## src/rtl/buff_reg_readback.sv

```systemverilog
// buff_reg_readback
//   Read-back path for the LVDA buffer and mode registers toward the LVDC.
//   A decoded read request snapshots either the buffer-register word (BRD)
//   or the mode word (MODR5/MODR6 at positions 5/6). The snapshot is then
//   shifted onto DATIN one bit per bit-time strobe, starting at the next
//   word-sync. When PARITY=1, an odd-parity bit follows the data bits.
//
// Ports
//   SIM_CLK  system clock, rising edge
//   SIM_RST  synchronous active-high reset
//   BTS      bit-time strobe (one cycle per serial bit time)
//   WSYNC    word-start marker, only meaningful with BTS
//   RDREQ    decoded read request pulse
//   RDSEL    0 = buffer word, 1 = mode word
//   RDCLR    clears RDERR
//   BRD      live buffer bits; word position n is on index WORD_BITS-1-n
//   MODR     MODR[0]=MODR5, MODR[1]=MODR6
//   DATIN    serial data to the LVDC
//   DATINV   DATIN holds a valid bit
//   RDBUSY   read in progress
//   RDDONE   one-cycle pulse at word completion
//   RDERR    sticky error (timeout or request while busy)
module buff_reg_readback #(
  parameter int unsigned WORD_BITS    = 26,
  parameter int unsigned PARITY       = 1,
  parameter int unsigned SYNC_TIMEOUT = 40
) (
  input  logic                 SIM_CLK,
  input  logic                 SIM_RST,
  input  logic                 BTS,
  input  logic                 WSYNC,
  input  logic                 RDREQ,
  input  logic                 RDSEL,
  input  logic                 RDCLR,
  input  logic [WORD_BITS-1:0] BRD,
  input  logic [1:0]           MODR,
  output logic                 DATIN,
  output logic                 DATINV,
  output logic                 RDBUSY,
  output logic                 RDDONE,
  output logic                 RDERR
);

  localparam int unsigned BW     = $clog2(WORD_BITS + 1);
  localparam int unsigned TW     = $clog2(SYNC_TIMEOUT + 1);
  localparam int unsigned M5_IDX = WORD_BITS - 1 - 5;
  localparam int unsigned M6_IDX = WORD_BITS - 1 - 6;

  typedef enum logic [2:0] {IDLE, ARMED, SHIFT, PAR, DONE} state_t;

  state_t               state, state_n;
  // The snapshot is held as a left-shifting register: the MSB is always the
  // next word position to transmit. Parity is captured from the unshifted
  // snapshot at load time.
  logic [WORD_BITS-1:0] snap, snap_n;
  logic                 par_bit, par_n;
  logic [BW-1:0]        bitcnt, bitcnt_n;
  logic [TW-1:0]        tocnt, tocnt_n;
  logic                 datin_n, datinv_n, busy_n, done_n, err_n;
  logic                 err_set;
  logic [WORD_BITS-1:0] load_word;

  always_comb begin
    load_word = '0;
    if (RDSEL) begin
      load_word[M5_IDX] = MODR[0];
      load_word[M6_IDX] = MODR[1];
    end else begin
      load_word = BRD;
    end
  end

  always_comb begin
    state_n  = state;
    snap_n   = snap;
    par_n    = par_bit;
    bitcnt_n = bitcnt;
    tocnt_n  = tocnt;
    datin_n  = DATIN;
    datinv_n = DATINV;
    err_set  = RDREQ && (state != IDLE);

    case (state)
      IDLE: begin
        if (RDREQ) begin
          snap_n   = load_word;
          par_n    = ~^load_word;
          bitcnt_n = '0;
          tocnt_n  = '0;
          state_n  = ARMED;
        end
      end
      ARMED: begin
        if (BTS) begin
          if (WSYNC) begin
            datin_n  = snap[WORD_BITS-1];
            snap_n   = {snap[WORD_BITS-2:0], 1'b0};
            datinv_n = 1'b1;
            bitcnt_n = BW'(1);
            state_n  = SHIFT;
          end else if (tocnt == TW'(SYNC_TIMEOUT - 1)) begin
            err_set = 1'b1;
            tocnt_n = '0;
            state_n = IDLE;
          end else begin
            tocnt_n = tocnt + 1'b1;
          end
        end
      end
      SHIFT: begin
        if (BTS) begin
          if (bitcnt == BW'(WORD_BITS)) begin
            if (PARITY != 0) begin
              datin_n = par_bit;
              state_n = PAR;
            end else begin
              datin_n  = 1'b0;
              datinv_n = 1'b0;
              state_n  = DONE;
            end
          end else begin
            datin_n  = snap[WORD_BITS-1];
            snap_n   = {snap[WORD_BITS-2:0], 1'b0};
            bitcnt_n = bitcnt + 1'b1;
          end
        end
      end
      PAR: begin
        if (BTS) begin
          datin_n  = 1'b0;
          datinv_n = 1'b0;
          state_n  = DONE;
        end
      end
      DONE: begin
        state_n = IDLE;
      end
      default: begin
        state_n = IDLE;
      end
    endcase

    // A new error outranks a simultaneous clear.
    if (err_set) begin
      err_n = 1'b1;
    end else if (RDCLR) begin
      err_n = 1'b0;
    end else begin
      err_n = RDERR;
    end

    busy_n = (state_n != IDLE);
    done_n = (state_n == DONE);
  end

  always_ff @(posedge SIM_CLK) begin
    if (SIM_RST) begin
      state   <= IDLE;
      snap    <= '0;
      par_bit <= 1'b0;
      bitcnt  <= '0;
      tocnt   <= '0;
      DATIN   <= 1'b0;
      DATINV  <= 1'b0;
      RDBUSY  <= 1'b0;
      RDDONE  <= 1'b0;
      RDERR   <= 1'b0;
    end else begin
      state   <= state_n;
      snap    <= snap_n;
      par_bit <= par_n;
      bitcnt  <= bitcnt_n;
      tocnt   <= tocnt_n;
      DATIN   <= datin_n;
      DATINV  <= datinv_n;
      RDBUSY  <= busy_n;
      RDDONE  <= done_n;
      RDERR   <= err_n;
    end
  end

endmodule

```

## config.mk

```make
export PLATFORM = sky130hd
export DESIGN_NAME = buff_reg_readback
export DESIGN_NICKNAME = d
export VERILOG_FILES = /design/src/rtl/buff_reg_readback.sv
export SDC_FILE = /design/constraint.sdc
export NUM_CORES = 1
export LEC_CHECK = 0
export ABC_AREA = 1
export CAP_MARGIN = 10
export CORE_MARGIN = 1.5
export CORE_UTILIZATION = 38
export CTS_CLUSTER_DIAMETER = 200
export DETAILED_ROUTE_END_ITERATION = 7
export PLACE_DENSITY_LB_ADDON = 0.12
export SYNTH_ARGS = -nofsm -noshare
export SYNTH_HDL_FRONTEND = slang
export SYNTH_SLANG_ARGS = --single-unit
```

## constraint.sdc

```tcl
create_clock -name SIM_CLK -period 1.65 [get_ports SIM_CLK]
set_clock_uncertainty 0.15 [all_clocks]
set_input_delay 0.2475 -clock SIM_CLK [delete_from_list [all_inputs] [get_ports SIM_CLK]]
set_output_delay 0.2475 -clock SIM_CLK [all_outputs]
set_load 0.005 [all_outputs]
```

==> PnR_summary.wiki, run 1 <==
{| class="wikitable"
! Metric !! Value
|-
| Post-synthesis instance area || between 0.002 and 0.003 mm²
|-
| Worst-path cell with the longest stage delay || sky130_fd_sc_hd__dfxtp_4
|-
| Part of the Yosys area used for sequential elements || 0.316
|-
| Count of pins on the block boundary || 40
|-
| Slew at the pin with the worst max-slew slack || 0.404 ns
|-
| Largest cells by area after synthesis || sky130_fd_sc_hd__dfxtp_1 (32%), sky130_fd_sc_hd__nand2_1 (18%), sky130_fd_sc_hd__o21ai_0 (8.8%)
|-
| Critical-path cell list || inv_4, nor2_4, inv_2, nor2_4, inv_2, nand2_4, buf_6, clkbuf_16, o21ai_0, o21ai_2, a21oi_2
|-
| Yosys top cell area share || 0.316
|-
| Pin count of the biggest net entering global routing || 30
|-
| Detailed-routing iteration count for the pre-antenna-repair pass || 4
|-
| Detail-routed via count per cell || approximately 5
|-
| Detailed-route via count || 3477
|-
| All-Layer GR Usage || 0.204
|-
| Total Power || approximately 4 mW
|-
| Critical Path Source Type || register
|-
| Sum of buffers and inverters on the critical path || 5
|-
| Average wire length per cell after detail routing || roughly 13 µm
|-
| Insertion delay of the later-clocked pin in the worst-skew pair || 0.30 ns
|-
| Family with the most delay on the worst path || buffers and inverters
|-
| Starting density of the core || 0.398
|-
| Aggregate negative setup slack || -0.664 ns
|-
| Worst slack at placement || -0.462 ns
|-
| Area of the core || around 0.0073 mm²
|-
| Area used by multi-input combinational logic || roughly 0.0020 mm²
|-
| Most frequent cells in the layout || sky130_fd_sc_hd__nand2_1 (121), sky130_fd_sc_hd__buf_4 (81), sky130_fd_sc_hd__inv_1 (52)
|-
| Drt initial violations || ~150
|-
| Minimum hold slack || slightly below 0.3 ns
|-
| HPWL after detailed placement || roughly 5400 µm
|-
| Worst Slack Setup Final || -0.0823 ns
|-
| Max clock buf depth || 2
|-
| Number of antenna repair diodes || 0
|-
| Fill cell instance count of the final layout || 600
|-
| CP endpoint kind || register
|-
| Total power per unit cell area || between 700 and 800 mW/mm²
|-
| TritonCTS buffer count || 5
|-
| Final nets || 645
|-
| Crit Path Category || register to register
|-
| Clock transition at the registers of the reported paths || approximately 0.1 ns
|-
| Number of global-route vias before repair || between 3000 and 4000
|-
| Synthesis-stage register bit count || between 40 and 50
|-
| Number of instances in the placed design || 671
|-
| Width of the die || slightly above 90 µm
|-
| Number of distinct library cells after synthesis || 32
|-
| Syn Inst Count || a little under 500
|-
| Area of the die || roughly 0.0082 mm²
|-
| CTS root buffer || sky130_fd_sc_hd__clkbuf_8
|-
| Number of warnings printed during yosys synthesis || 0
|-
| Max Fclk || a little under 0.6 GHz
|-
| Arrival time at the worst endpoint || about 1.8 ns
|-
| Synth-to-layout area growth || 68.7%
|-
| Post-route ant nets || 0
|-
| Worst stage delay on the critical path || approximately 0.37 ns
|-
| Largest area contributor in the synthesized netlist || sky130_fd_sc_hd__dfxtp_1
|-
| Number of hold violations in the final report || 0
|-
| Total DRC errors in the routed layout || 0
|-
| Sequential cell area || 937 µm²
|-
| Post-CTS Hold Buffers || 0
|-
| Gpl congestion || approximately 0.83
|-
| Syn_area_per_cell || 6.06 µm²
|-
| Number of setup violations in the final report || 21
|-
| Port-buffer cells || 39
|-
| Height of the die || 90.6 µm
|-
| Core Rows || 31
|-
| Maximum fanout along the worst path || 10
|-
| CTS sink count || 46
|-
| Clock tree from TritonCTS || done
|-
| Violations in the final reports || setup timing
|-
| Status || finished with violations
|-
| Post-route clock period utilization || 1.05
|-
| Layout cell share with drive strength beyond 1 || 0.365
|-
| Leakage power of the design || between 2 and 2.5 nW
|-
| Count of final max-slew check failures || 0
|-
| Critical path required time || approximately 1.8 ns
|-
| Total wirelength of the detailed-routed design || ~9000 µm
|-
| Post-route minimum period || ~1.7 ns
|-
| Overflow left after global routing || 0
|-
| First-pass GRT wire length || roughly 14000 µm
|-
| Unrepaired setup endpoints after global routing || true
|-
| Number of H-tree branching levels || 2
|-
| Class of the tightest hold or removal check || register to register
|-
| Commonest non-fill, non-tap cell in the layout || sky130_fd_sc_hd__nand2_1
|-
| Final std cells w/o fill || 707
|-
| Maximum vdd drop || approximately 0.54 mV
|-
| Worst-case headroom to the max-slew limit || 0.728
|-
| Number of nets produced by synthesis || 519
|-
| Number of max-cap violations || 0
|-
| Number of antenna violations at the first check in global routing || 0
|}
worst reg2reg max path, delay by kind of cell (launching register included):
family          cells  cell delay, ns
compound gates      3            0.51
buf+inv             5            0.52
simple gates        3            0.13
flops               1            0.37
metrics by stage:
| step | area (µm²) | util |
|---|---|---|
| 2_1_floorplan | 2920 | - |
| 3_3_place_gp | 3880 | 0.529 |
| 3_5_place_dp | 3880 | 0.529 |
| 4_1_cts | 4400 | 0.600 |
| 5_1_grt | 4920 | 0.671 |
| 6_report | 4920 | 0.671 |
flip-flops by register name, indices dropped and copies added (netlist names):
name	cells
bitcnt	5
DATINV	1
RDERR	1
state	3
tocnt	6
DATIN	1
par_bit	1
RDDONE	1
snap	26
RDBUSY	1
synth_stat cells (all sizes together):
cell type	count
clkbuf	5
nand3b	7
xor2	4
nor2	38
a211oi	1
dfxtp	46
a32oi	1
ha	3
nand2	145
buf	15
o211ai	1
nand4	3
o2111ai	1
inv	70
nand3	31
a31oi	2
o21bai	5
nor3	2
o22ai	1
o21ai	55
nor4	3
a31o	1
a21oi	41
routing by layer:
metal,track usage,up-vias,part of all wire
li1,-,1799,-
met1,0.266,1627,0.46
met2,0.358,41,0.50
met3,0.0261,10,0.027
met4,0.0397,0,0.011
met5,0,-,0
kinds of logic (layout without fill, tap and decap cells):
kind of cell    count (synthesis)  in the layout  share of synthesized area
buf+inv                        90            217                      0.130
flops                          46             46                      0.316
xor+xnor                        4              4                     0.0120
compound gates                109            109                      0.199
fa+ha+maj                       3              3                     0.0129
simple gates                  229            229                      0.330
path summary, 6_finish.rpt:
check / start / endpoint / slack (ns) / cells after the start
worst min register to register: snap[0] / snap[0] / 0.30 / 2
worst max-delay path: state[0] / snap[3] / -0.08 / 11
worst min-delay path: snap[0] / snap[0] / 0.30 / 2
worst max register to register: state[0] / snap[3] / -0.08 / 11
report_power, final:
| group | switching [mW] | total [mW] | internal (mW) |
|---|---|---|---|
| sequential | 0.0517 | 1.28 | 1.23 |
| clock | 0.410 | 1.06 | 0.647 |
| combinational | 0.805 | 1.58 | 0.775 |
| total | 1.27 | 3.92 | 2.65 |
cell type report:
type | instances | area share
multi-input cells | 345 | 0.410
repair buffers | 139 | 0.289
flip-flops and latches | 46 | 0.190
inverters | 70 | 0.0564
well taps | 99 | 0.0252
clock buffers | 6 | 0.0168
clock inverters | 2 | 0.0122
timing repair:
action | CTS | global route
buffers inserted | 12 | 10
setup endpoints to repair | 37 | 43
gates resized for setup | 71 | 127
gates cloned | 4 | 4
pin swaps | 2 | 49
Power figures use the tool's default switching activity.
==> run 2: changes to the inputs <==
--- a/config.mk
+++ b/config.mk
@@ -11,6 +11,7 @@
 export CORE_UTILIZATION = 38
 export CTS_CLUSTER_DIAMETER = 200
 export DETAILED_ROUTE_END_ITERATION = 7
+export DONT_BUFFER_PORTS = 1
 export PLACE_DENSITY_LB_ADDON = 0.12
 export SYNTH_ARGS = -nofsm -noshare
 export SYNTH_HDL_FRONTEND = slang
==> run 2 against run 1 <==
Against the previous run: the run ends with hold timing, setup timing left; core utilization shrank 14 points; worst hold slack got worse by 0.45 ns; die area unchanged; sequential share of layout area is 5.0 points higher; design area fell by 21%; critical path type unchanged; largest cell class unchanged.
==> PnR_summary.wiki, run 2 (synthesis results as in run 1) <==
{| class="wikitable"
! Metric !! Value
|-
| Count of final max-slew check failures || 0 (unchanged)
|-
| Port-buffer cells || 0 (-100%)
|-
| Worst stage delay on the critical path || 0.38 ns (about the same)
|-
| Post-route minimum period || 1.70 ns (-0.0309 ns)
|-
| Insertion delay of the later-clocked pin in the worst-skew pair || 0.30 ns (about the same)
|-
| Critical-path cell list || inv_4, nor2_4, inv_2, nor2_4, inv_2, nand2_4, nand2_4, nand3_4, buf_12, buf_16, o21ai_2, a21oi_1
|-
| Synth-to-layout area growth || 32.7%
|-
| Number of hold violations in the final report || 17 (+17)
|-
| Critical path destination || snap[25]
|-
| Critical path required time || 1.73 ns (-0.02 ns)
|-
| Detailed-routing iteration count for the pre-antenna-repair pass || 4 (unchanged)
|-
| Class of the tightest hold or removal check || input port to register
|-
| GRT met2 Usage || 0.336 (-0.0219)
|-
| Met3 track utilization from global routing || 0.0320 (+0.00589)
|-
| CP endpoint kind || register
|-
| Busiest metal layer after global routing || met2
|-
| Worst-path cell with the longest stage delay || sky130_fd_sc_hd__dfxtp_4
|-
| Clock transition at the registers of the reported paths || 0.09 ns (about the same)
|-
| Detail-routed via count per cell || 4.98 (+1.3%)
|-
| Number of global-route vias before repair || 2996 (-6.6%)
|-
| Height of the die || 90.6 µm (unchanged)
|-
| Area of the die || 0.00821 mm² (unchanged)
|-
| Worst Reg2Reg Path Length in Cells || 12 (+1)
|-
| Critical Path Source Type || register
|-
| Total power per unit cell area || 863 mW/mm² (+8.4%)
|-
| Clock network fraction of design power || 0.252 (-0.018)
|-
| Max Fclk || 0.588 GHz (+1.8%)
|-
| Drt initial violations || 128 (-12%)
|-
| Aggregate negative setup slack || -0.292 ns (+0.371 ns)
|-
| Leakage power of the design || 1.76 nW (-26%)
|-
| Gpl congestion || 0.789 (-5.4%)
|-
| Met1 track demand over resource || 0.260 (-0.00535)
|-
| Switch Pwr || 1.10 mW (-13%)
|-
| Total DRC errors in the routed layout || 0 (unchanged)
|-
| Max FFs per register || 26 (unchanged)
|-
| Starting density of the core || 0.398 (unchanged)
|-
| Register with the most flip-flops || snap
|-
| Violations in the final reports || hold timing, setup timing
|-
| Final nets || 561 (-13%)
|-
| Combinational power share || 0.364 (-0.039)
|-
| Largest registers || snap (26), tocnt (6), bitcnt (5)
|-
| Switching share of power || 0.330 (+0.00641)
|-
| CTS root buffer || sky130_fd_sc_hd__clkbuf_8
|-
| TritonCTS buffer count || 5 (unchanged)
|-
| Maximum vdd drop || 0.461 mV (-14%)
|-
| Worst slack at placement || -0.177 ns (+0.285 ns)
|-
| Number of H-tree branching levels || 2 (unchanged)
|-
| CTS sink count || 46 (unchanged)
|-
| Layout cell share with drive strength beyond 1 || 0.252 (-0.113)
|-
| Sequential cell area || 931 µm² (-0.67%)
|-
| Slew at the pin with the worst max-slew slack || 0.301 ns (-0.103 ns)
|-
| Overflow left after global routing || 0 (unchanged)
|-
| Total wirelength of the detailed-routed design || 7990 µm (-12%)
|-
| Commonest non-fill, non-tap cell in the layout || sky130_fd_sc_hd__nand2_1
|-
| Count of pins on the block boundary || 40 (unchanged)
|-
| Width of the die || 90.6 µm (unchanged)
|-
| Clock tree from TritonCTS || done
|-
| Number of antenna violations at the first check in global routing || 0 (unchanged)
|-
| Unrepaired setup endpoints after global routing || true
|-
| Area of the core || 0.00733 mm² (unchanged)
|-
| HPWL after detailed placement || 5370 µm (-1.3%)
|-
| Source of the critical timing path || state[0]
|-
| All-Layer GR Usage || 0.199 (-0.00440)
|-
| Minimum hold slack || -0.149 ns (-0.446 ns)
|-
| Most frequent cells in the layout || sky130_fd_sc_hd__nand2_1 (134), sky130_fd_sc_hd__inv_1 (59), sky130_fd_sc_hd__dfxtp_1 (42), sky130_fd_sc_hd__buf_4 (42), sky130_fd_sc_hd__nor2_1 (31)
|-
| Pin count of the biggest net entering global routing || 29 (-3.3%)
|-
| Core Rows || 31 (unchanged)
|-
| Status || finished with violations
|-
| Reg-to-reg slack, setup || -0.05 ns (+0.03 ns)
|-
| Internal cell power || 2.24 mW (-16%)
|-
| Detailed-route via count || 3103 (-11%)
|-
| Worst-case headroom to the max-slew limit || 0.797 (+0.0694)
|-
| Worst Slack Setup Final || -0.0514 ns (+0.0309 ns)
|-
| Max clock buf depth || 2 (unchanged)
|-
| Crit Path Category || register to register
|-
| Crit Reg-Reg Startpoint || state[0]
|-
| Maximum fanout along the worst path || 7 (-3)
|-
| Arrival time at the worst endpoint || 1.78 ns (-0.05 ns)
|-
| Number of antenna repair diodes || 0 (unchanged)
|-
| Post-route clock period utilization || 1.03 (-0.0187)
|-
| Average wire length per cell after detail routing || 12.8 µm (about the same)
|-
| Area used by multi-input combinational logic || 0.00185 mm² (-8.6%)
|-
| Part of the total power dissipated in sequential elements || 0.384 (+0.057)
|-
| Fill cell instance count of the final layout || 742 (+24%)
|-
| First-pass GRT wire length || 13400 µm (-4.3%)
|-
| Number of setup violations in the final report || 11 (-48%)
|-
| Post-route ant nets || 0 (unchanged)
|-
| Number of max-cap violations || 0 (unchanged)
|-
| Destination of the worst register-to-register timing path || snap[25]
|}
-- run 2: repair_timing --
item                                   4_1_cts  5_1_grt
setup endpoints to repair                   33       39
gates cloned                                 4        1
pin swaps                                    9       22
resized for setup                           54       64
endpoints found under the hold margin       19       17
setup buffers                                7        1
-- run 2: metrics by stage --
step	total power [mW]	area, µm²	hold WS (ns)	instances	utilization
4_1_cts	3.26	3680	-0.155	622	0.503
6_report	3.34	3870	-0.149	623	0.528
5_1_grt	3.56	3870	-0.169	623	0.528
3_5_place_dp	2.12	3280	0.173	604	0.447
2_1_floorplan	1.89	2920	0.262	481	-
3_3_place_gp	2.10	3280	0.171	604	0.447
-- run 2: worst max-delay path, delay by kind of cell (launching register included) --
family | cells | cell delay (ns)
compound gates | 2 | 0.17
buf+inv | 5 | 0.45
flops | 1 | 0.38
simple gates | 5 | 0.49
-- run 2: power groups by stage --
| stage | Sequential [mW] | Combinational, mW | Clock (mW) |
|---|---|---|---|
| final | 1.28 | 1.22 | 0.840 |
| after global routing | 1.30 | 1.35 | 0.913 |
| after CTS | 1.28 | 1.12 | 0.863 |
| after detailed placement | 1.30 | 0.816 | 0 |
| after global placement | 1.30 | 0.803 | 0 |
| after floorplan | 1.29 | 0.597 | 0 |
-- run 2: area by class of cell --
| class | instances | area share |
|---|---|---|
| clock buffer | 6 | 0.0187 |
| clock inverter | 2 | 0.00970 |
| inverter | 70 | 0.0734 |
| multi-input combinational | 345 | 0.477 |
| sequential | 46 | 0.240 |
| tap | 99 | 0.0320 |
| timing repair buffer | 55 | 0.149 |
-- run 2: routing by layer --
| layer | up-vias | wire, µm |
|---|---|---|
| li1 | 1628 | - |
| met1 | 1437 | 3780 |
| met2 | 29 | 3930 |
| met3 | 9 | 174 |
| met4 | 0 | 104 |
| met5 | - | 0 |
-- run 2: worst min path at each step --
stage / start / endpoint / slack, ns / cells after the start
after floorplan: BTS / RDERR / 0.26 / 2
after global placement: SIM_RST / tocnt[5] / 0.17 / 1
after detailed placement: SIM_RST / tocnt[5] / 0.17 / 1
after CTS: SIM_RST / snap[2] / -0.15 / 1
after global routing: SIM_RST / snap[22] / -0.17 / 1
final: SIM_RST / tocnt[5] / -0.15 / 1
==> run 3: changes to the inputs <==
--- a/config.mk
+++ b/config.mk
@@ -13,6 +13,7 @@
 export DETAILED_ROUTE_END_ITERATION = 7
 export DONT_BUFFER_PORTS = 1
 export PLACE_DENSITY_LB_ADDON = 0.12
+export SETUP_SLACK_MARGIN = 0.4
 export SYNTH_ARGS = -nofsm -noshare
 export SYNTH_HDL_FRONTEND = slang
 export SYNTH_SLANG_ARGS = --single-unit
==> run 3 against run 2 <==
Against the previous run: the flow still finishes with violations (hold timing, setup timing); core utilization up 3.1 points; register-to-register slack hardly changed; combinational power increased by 6%; sequential power hardly changed; routed wire length fell by 3.4%; flip-flop and latch count stayed put; maximum frequency down 0.24%; critical path type unchanged; highest routed layer unchanged.
==> PnR_summary.wiki, run 3 (synthesis results as in run 1) <==
{| class="wikitable"
! Metric !! Value
|-
| Busiest metal layer after global routing || met2
|-
| Status || finished with violations
|-
| Most frequent cells in the layout || sky130_fd_sc_hd__nand2_1 (130), sky130_fd_sc_hd__inv_1 (57), sky130_fd_sc_hd__buf_4 (43)
|-
| Maximum vdd drop || 0.549 mV (+19%)
|-
| Clock transition at the registers of the reported paths || 0.09 ns (about the same)
|-
| Detailed-routing iteration count for the pre-antenna-repair pass || 4 (unchanged)
|-
| Detail-routed via count per cell || 4.86 (-2.3%)
|-
| Count of pins on the block boundary || 40 (unchanged)
|-
| Detailed-route via count || 3094 (-0.29%)
|-
| Number of antenna repair diodes || 0 (unchanged)
|-
| Minimum hold slack || -0.154 ns (-0.00500 ns)
|-
| Layout cell share with drive strength beyond 1 || 0.296 (+0.0442)
|-
| Post-route ant nets || 0 (unchanged)
|-
| Worst Slack Setup Final || -0.0555 ns (-0.00415 ns)
|-
| Largest registers || snap (26), tocnt (6), bitcnt (5)
|-
| Violations in the final reports || hold timing, setup timing
|-
| Total wirelength of the detailed-routed design || 7720 µm (-3.4%)
|-
| Drt initial violations || 130 (+1.6%)
|-
| Height of the die || 90.6 µm (unchanged)
|-
| Commonest non-fill, non-tap cell in the layout || sky130_fd_sc_hd__nand2_1
|-
| Pin count of the biggest net entering global routing || 29 (unchanged)
|-
| Area of the core || 0.00733 mm² (unchanged)
|-
| TritonCTS buffer count || 5 (unchanged)
|-
| Max FFs per register || 26 (unchanged)
|-
| Number of H-tree branching levels || 2 (unchanged)
|-
| Core Rows || 31 (unchanged)
|-
| CTS root buffer || sky130_fd_sc_hd__clkbuf_8
|-
| Slew at the pin with the worst max-slew slack || 0.373 ns (+0.0719 ns)
|-
| Worst-case headroom to the max-slew limit || 0.749 (-0.0480)
|-
| Number of max-cap violations || 0 (unchanged)
|-
| Critical Path Source Type || register
|-
| Post-route clock period utilization || 1.03 (+0.00251)
|-
| CTS sink count || 46 (unchanged)
|-
| Maximum fanout along the worst path || 5 (-2)
|-
| Final nets || 574 (+2.3%)
|-
| Starting density of the core || 0.398 (unchanged)
|-
| Arrival time at the worst endpoint || 1.80 ns (+0.02 ns)
|-
| Met1 track demand over resource || 0.242 (-0.0183)
|-
| Met3 track utilization from global routing || 0.0286 (-0.00337)
|-
| First-pass GRT wire length || 12600 µm (-5.5%)
|-
| Insertion delay of the later-clocked pin in the worst-skew pair || 0.30 ns (about the same)
|-
| Post-route minimum period || 1.71 ns (+0.00415 ns)
|-
| CP endpoint kind || register
|-
| Total power per unit cell area || 808 mW/mm² (-6.4%)
|-
| Number of setup violations in the final report || 17 (+6)
|-
| Area used by multi-input combinational logic || 0.00200 mm² (+8.2%)
|-
| Critical path required time || 1.74 ns (about the same)
|-
| Area of the die || 0.00821 mm² (unchanged)
|-
| Width of the die || 90.6 µm (unchanged)
|-
| HPWL after detailed placement || 5340 µm (-0.68%)
|-
| Average wire length per cell after detail routing || 12.1 µm (-5.4%)
|-
| Register with the most flip-flops || snap
|-
| Port-buffer cells || 0 (unchanged)
|-
| WHS Path Cells || 1 (unchanged)
|-
| Total DRC errors in the routed layout || 0 (unchanged)
|-
| Number of global-route vias before repair || 2893 (-3.4%)
|-
| Crit Path Category || register to register
|-
| Clock tree from TritonCTS || done
|-
| Sequential cell area || 933 µm² (+0.27%)
|-
| Number of antenna violations at the first check in global routing || 0 (unchanged)
|-
| Total Power || 3.31 mW (-0.86%)
|-
| Synth-to-layout area growth || 40.6%
|-
| Leakage power of the design || 1.85 nW (+5.4%)
|-
| Unrepaired setup endpoints after global routing || true
|-
| All-Layer GR Usage || 0.185 (-0.0146)
|-
| Number of hold violations in the final report || 18 (+1)
|-
| Worst Reg2Reg Path Length in Cells || 12 (unchanged)
|-
| Max clock buf depth || 2 (unchanged)
|-
| Count of final max-slew check failures || 0 (unchanged)
|-
| Fill cell instance count of the final layout || 721 (-2.8%)
|-
| Max Fclk || 0.586 GHz (-0.24%)
|-
| Class of the tightest hold or removal check || input port to register
|-
| Overflow left after global routing || 0 (unchanged)
|-
| GRT met2 Usage || 0.320 (-0.0163)
|-
| Gpl congestion || 0.848 (+7.4%)
|-
| Reg-to-reg slack, setup || -0.06 ns (about the same)
|}
==> run 3: worst max-delay path: stages, from the launching register on <==
cell and delay [ns]:
sky130_fd_sc_hd__dfxtp_4 0.37, sky130_fd_sc_hd__nor2_2 0.11, sky130_fd_sc_hd__inv_2 0.06, sky130_fd_sc_hd__buf_4 0.13
sky130_fd_sc_hd__buf_6 0.10, sky130_fd_sc_hd__buf_8 0.12, sky130_fd_sc_hd__nor2_4 0.09, sky130_fd_sc_hd__nand2_4 0.07
sky130_fd_sc_hd__nor2_4 0.11, sky130_fd_sc_hd__inv_2 0.05, sky130_fd_sc_hd__a21oi_2 0.15, sky130_fd_sc_hd__nor2_1 0.06
sky130_fd_sc_hd__o21ai_1 0.07
==> run 3: stage by stage <==
stage | cells | util | setup slack [ns] | TNS (ns) | instance area [µm²]
floorplan | 481 | - | 0.0872 | 0 | 3070
global placement | 611 | 0.471 | -0.116 | -1.08 | 3450
detailed placement | 611 | 0.471 | -0.154 | -1.05 | 3450
CTS | 625 | 0.499 | -0.000144 | -0.000144 | 3660
global route | 636 | 0.559 | -0.141 | -3.47 | 4100
finish | 636 | 0.559 | -0.0555 | -0.332 | 4100
==> run 3: repair_timing <==
| item | 4_1_cts | 5_1_grt |
|---|---|---|
| cloned | 0 | 4 |
| setup buffers | 6 | 7 |
| setup endpoints to repair | 44 | 45 |
| hold endpoints to repair | 18 | 18 |
| resized for setup | 23 | 79 |
| pin swaps | 3 | 19 |
==> run 3: layout make-up <==
cell class                      instances  share of cell area
Multi-Input combinational cell        346               0.487
Sequential cell                        46               0.228
Tap cell                               99              0.0302
Clock buffer                            6              0.0201
Timing Repair Buffer                   67               0.165
Inverter                               70              0.0671
Clock inverter                          2             0.00305
==> run 3: final timing paths <==
kind / endpoint / startpoint
setup / recovery: RDBUSY / state[2]
hold / removal: snap[6] / SIM_RST
setup reg to reg: RDBUSY / state[2]
hold reg to reg: snap[0] / snap[0]
==> run 3: per-layer routing <==
layer / vias up / routed length [µm]
met1: 1415 / 3680
met5: - / 0
li1: 1649 / -
met4: 0 / 46
met3: 5 / 153
met2: 25 / 3840
==> run 3: report_power, final <==
group | internal (mW) | switching (mW)
logic | 0.612 | 0.677
registers | 1.23 | 0.0525
clock network | 0.338 | 0.404
total | 2.18 | 1.13
